`config.mk`:
```
export PLATFORM = sky130hd
export DESIGN_NAME = register_file
export DESIGN_NICKNAME = d
export VERILOG_FILES = /design/src/rtl/register_file_pkg.sv /design/src/rtl/register_file_read_port.sv /design/src/rtl/register_file.sv
export SDC_FILE = /design/constraint.sdc
export NUM_CORES = 2
export LEC_CHECK = 0
export CAP_MARGIN = 15
export CELL_PAD_IN_SITES_DETAIL_PLACEMENT = 1
export CELL_PAD_IN_SITES_GLOBAL_PLACEMENT = 2
export CORE_MARGIN = 1
export CORE_UTILIZATION = 48
export CTS_BUF_LIST = sky130_fd_sc_hd__clkbuf_4
export DETAILED_ROUTE_END_ITERATION = 16
export GPL_ROUTABILITY_DRIVEN = 0
export PLACE_DENSITY = 0.8
export REMOVE_ABC_BUFFERS = 1
export SLEW_MARGIN = 5
export SYNTH_ARGS = -nofsm -noshare
export SYNTH_HDL_FRONTEND = slang
export SYNTH_SLANG_ARGS = --single-unit
export TNS_END_PERCENT = 5
```
`constraint.sdc`:
```
create_clock -name clk -period 4.2 [get_ports clk]
set_input_delay 1.05 -clock clk [delete_from_list [all_inputs] [get_ports clk]]
set_output_delay 1.05 -clock clk [all_outputs]
set_load 0.01 [all_outputs]
```
`src/rtl/register_file_pkg.sv`:
```
// Shared constants for the RV32I integer register file.
// Parameter defaults in the register file derive from these values.
package register_file_pkg;

    localparam int XLEN       = 32;
    localparam int REG_ADDR_W = 5;
    localparam int NUM_REGS   = 32;

endpackage

```
`src/rtl/register_file_read_port.sv`:
```
// One combinational read port: x0 forced to zero, Writeback-to-Decode bypass,
// and a zero result for every address while reset is asserted.
module register_file_read_port
    import register_file_pkg::*;
#(
    parameter int DATA_W = XLEN,
    parameter int ADDR_W = REG_ADDR_W,
    parameter int NREGS  = 2 ** ADDR_W
) (
    input  logic                          rst,
    input  logic [ADDR_W-1:0]             addr,
    input  logic [NREGS-1:0][DATA_W-1:0]  regs,
    input  logic                          we,
    input  logic [ADDR_W-1:0]             waddr,
    input  logic [DATA_W-1:0]             wdata,
    output logic [DATA_W-1:0]             data
);

    // addr != 0 already guarantees the bypass never fires for a write to x0.
    always_comb begin
        data = '0;
        if (rst && (addr != '0)) begin
            if (we && (waddr == addr)) begin
                data = wdata;
            end else begin
                data = regs[addr];
            end
        end
    end

endmodule

```
`src/rtl/register_file.sv`:
```
// RV32I integer register file: 31 stored registers (x0 hardwired to zero),
// two combinational read ports with same-cycle write bypass, one write port.
module register_file
    import register_file_pkg::*;
#(
    parameter int DATA_W = XLEN,
    parameter int ADDR_W = REG_ADDR_W
) (
    input  logic              clk,
    input  logic              rst,
    input  logic              RegWriteW,
    input  logic [ADDR_W-1:0] RdW,
    input  logic [DATA_W-1:0] ResultW,
    input  logic [ADDR_W-1:0] A1,
    input  logic [ADDR_W-1:0] A2,
    output logic [DATA_W-1:0] RD1,
    output logic [DATA_W-1:0] RD2
);

    localparam int NREGS = 2 ** ADDR_W;

    logic [DATA_W-1:0]            regs_q [1:NREGS-1];
    logic [NREGS-1:0][DATA_W-1:0] regs_view;

    always_ff @(posedge clk or negedge rst) begin
        if (!rst) begin
            for (int i = 1; i < NREGS; i++) begin
                regs_q[i] <= '0;
            end
        end else if (RegWriteW && (RdW != '0)) begin
            regs_q[RdW] <= ResultW;
        end
    end

    // Slot 0 has no storage; present it as constant zero to the read ports.
    always_comb begin
        regs_view = '0;
        for (int i = 1; i < NREGS; i++) begin
            regs_view[i] = regs_q[i];
        end
    end

    register_file_read_port #(
        .DATA_W (DATA_W),
        .ADDR_W (ADDR_W),
        .NREGS  (NREGS)
    ) u_port1 (
        .rst   (rst),
        .addr  (A1),
        .regs  (regs_view),
        .we    (RegWriteW),
        .waddr (RdW),
        .wdata (ResultW),
        .data  (RD1)
    );

    register_file_read_port #(
        .DATA_W (DATA_W),
        .ADDR_W (ADDR_W),
        .NREGS  (NREGS)
    ) u_port2 (
        .rst   (rst),
        .addr  (A2),
        .regs  (regs_view),
        .we    (RegWriteW),
        .waddr (RdW),
        .wdata (ResultW),
        .data  (RD2)
    );

endmodule

```
==> reports/metrics.csv <==
stage;metric;value;unit
synthesis;synth_top_area_share;45.80;%
synthesis;synth_flop_cell;dfrtp_1;
sta;clock.fmax;231.3;MHz
cells_and_area;drive_above_1_share;59.10;%
critical_path;path_cells;clkdlybuf4s15_1, xor2_1, nor4_4, buf_4, buf_4, a211oi_4, buf_12, buf_4, o211a_1, a221o_1, buf_2;
global_routing;grt_antenna_before_repair;10;
synthesis;synthArstFlopShare;100.0;%
synthesis;synth_common_cells;1093 x mux2_2, 992 x dfrtp_1, 395 x mux4_2, 168 x clkbuf_1, 134 x mux2i_1;
critical_path;cp-start-kind;primary input;
global_routing;grtUsageTotal;36.48;%
critical_path;reg2reg_slack;3290;ps
power_and_ir_drop;p_per_area;445.0;nW/um^2
place;pre_cts_slack;-745.4;ps
route;wl_per_cell;33.96;um
synthesis;syn_area;54200;um^2
route;detail-route-antenna-nets;0;
route;drtPass1Iterations;5;
cells_and_area;reg_top3;regs_q: 992 flops;
synthesis;synth_edf_count;0;
cells_and_area;regMostFlops;regs_q;
status;status;finished with violations;
clocking;cts.clk_slew.worst_paths;60;ps
clocking;cts_htree_levels;5;
die;fp-row-count;122;
critical_path;worstPathMaxFanout;11;
place;dp.cells;5489;
route;via_per_inst;6.666;
sta;max_slew_margin;19.93;%
critical_path;crit_arrival;3270;ps
critical_path;slowest_delay;350;ps
sta;fin_crit;4324;ps
critical_path;worstSetupPathType;in2out;
die;core;111300;um^2
sta;fin_skew;0;ps
sta;setup_violations;12;
route;vias;40010;
sta;slew_violations;0;
power_and_ir_drop;switchingPower;8.766;mW
critical_path;worst-path-buf-inv;6;
synthesis;yosysMostFrequentCell;mux2_2;
clocking;root_buffer;clkbuf_4;
clocking;cts_tree;built;
clocking;numCtsBuffers;297;
power_and_ir_drop;p_comb_share;23.5;%
cells_and_area;fillers;10520;
min_path;hp-class;in2async;
power_and_ir_drop;power.internal;20.10;mW
power_and_ir_drop;seqPwrFrac;44.9;%
die;ios;114;
route;drtIter0Drc;3695;
place;port_buffers;113;
cells_and_area;syn_to_final_growth;19.70;%
die;die_w;338.0;um
power_and_ir_drop;p_clk_share;31.7;%
power_and_ir_drop;p_sw_share;30.36;%
die;die-area;114300;um^2
clocking;cts_buffer_depth;4;
sta;tns;-717.0;ps
critical_path;path_delay_family;buffers and inverters;
global_routing;grt_pass1_wl;301.7;mm
power_and_ir_drop;peakVddDrop;0.0002914;V
cells_and_area;largest_reg_flops;992;
synthesis;synth_area_per_cell;14.37;um^2
place;dpl.hpwl;133.9;mm
die;die_h;338.0;um
route;drc_errors;0;
critical_path;cp_common_cell;buf_4;
synthesis;synth.area.top_cells;dfrtp_1 46%, mux2_2 23%, mux4_2 16%;
route;wirelength;203.9;mm
sta;hold_violations;0;
critical_path;critPathRequiredTime;3150;ps
cells_and_area;nNetsFinal;4382;
sta;holdWs;286.5;ps
die;initial_utilization;48.71;%
sta;postLayoutSetupSlackWorst;-123.6;ps
synthesis;synth-seq-area-share;45.80;%
global_routing;grt_max_degree;189;
critical_path;critPathCaptureType;primary output;
global_routing;grt_pass1_vias;44310;
power_and_ir_drop;power_leakage;28.82;nW
cells_and_area;final-instance-count-excl-fill;6002;
global_routing;grt_overflow;0;
status;violations;negative setup slack;
flow_run;cap_violations;0;
synthesis;syn_inst;3773;
sta;period_share;102.9;%
clocking;clk_latency;1150;ps
sta;worst_slew_pin_slew;1201;ps
synthesis;ys_ff_latch;992;
synthesis;ys_types;60;
synthesis;synth_top_area_cell;dfrtp_1;
critical_path;critPathSlowestCell;nor4_4;
sta;grt_setup_unrepaired;yes;
clocking;cts.sinks;992;
synthesis;ys_warn_count;0;
==> stage by stage <==
step                total power [mW]  util, %  instance area [um^2]
finish                         28.87    58.30                 64880
detailed placement             19.61    54.35                 60480
global placement               18.97    54.35                 60480
floorplan                      16.59        -                 52170
global route                   30.14    58.30                 64870
CTS                            28.92    58.15                 64700
==> final cells by class <==
cell class | instances | area, um^2 | share of cell area [%]
multi-input combinational | 2372 | 28180 | 43.44
tap | 1488 | 1862 | 2.870
sequential | 992 | 24820 | 38.26
clock inverter | 61 | 345.3 | 0.5323
antenna | 5 | 12.51 | 0.01928
clock buffer | 415 | 3115 | 4.802
inverter | 18 | 68.82 | 0.1061
timing repair buffer | 651 | 6470 | 9.972
==> layout by cell type (no fill, tap or decap), types with 31 or more instances in the layout <==
cell type        synthesis  final
dfrtp_1                992    992
mux2_2                1093   1087
nor2_1                  96     75
buf_12                   5    109
clkdlybuf4s50_1          0     32
clkinv_1                12     59
mux4_2                 395    395
a22o_1                  32     32
o21ai_0                 71     62
clkbuf_4                 0    415
a21oi_1                 50     41
mux2i_1                134    129
a221o_1                 31     31
buf_4                   34    417
nand2_1                 93     74
buf_2                  101     40
a22oi_1                 58     52
o22ai_1                 54     44
==> layer usage <==
layer	vias to the layer above	share of wire (%)	global-route usage, %
met2	2012	47	56.51
met3	608	8.3	8.792
met5	-	0.013	0
met4	4	5.3	19.14
met1	21500	39	47.73
li1	15890	-	-
==> timing repair <==
item | 4_1_cts | 5_1_grt
pin swaps | 39 | 11
resized for setup | 325 | 43
buffers inserted | 29 | 3
endpoints found under the hold margin | 10 | 0
hold buffers | 2 | 0
cloned | 1 | 0
endpoints found under the setup margin | 64 | 46
==> power groups by stage <==
| stage | sequential (mW) | combinational, mW | clock [mW] |
|---|---|---|---|
| finish | 13.0 | 6.77 | 9.15 |
| global route | 13.1 | 7.15 | 9.84 |
| CTS | 12.9 | 6.72 | 9.34 |
| detailed placement | 13.0 | 6.58 | 0 |
| global placement | 12.7 | 6.28 | 0 |
| floorplan | 12.4 | 4.16 | 0 |
==> worst reg2reg max path, stage by stage (launching register included) <==
cell     delay (ps)
dfrtp_1         400
buf_4           140
mux2_2          250
==> path summary, 6_finish.rpt <==
path | depth (start not counted) | to | start
max | 11 | RD2[16] | RdW[4]
min | 3 | regs_q[576]$_DFFE_PN0P_ | rst
max reg2reg | 2 | regs_q[605]$_DFFE_PN0P_ | regs_q[605]$_DFFE_PN0P_
min reg2reg | 1 | regs_q[267]$_DFFE_PN0P_ | regs_q[267]$_DFFE_PN0P_
max in group asynchronous | 5 | regs_q[452]$_DFFE_PN0P_ | rst
min in group clk | 1 | regs_q[267]$_DFFE_PN0P_ | regs_q[267]$_DFFE_PN0P_
==> kinds of logic after synthesis <==
group,Yosys count,synth area share [%]
AO/OA/AOI/OAI,453,6.136
AND/OR/NAND/NOR,287,2.442
XOR/XNOR,10,0.1616
flip-flops,992,45.80
buffers and inverters,409,3.867
multiplexers,1622,41.60
Power figures use the tool's default switching activity.
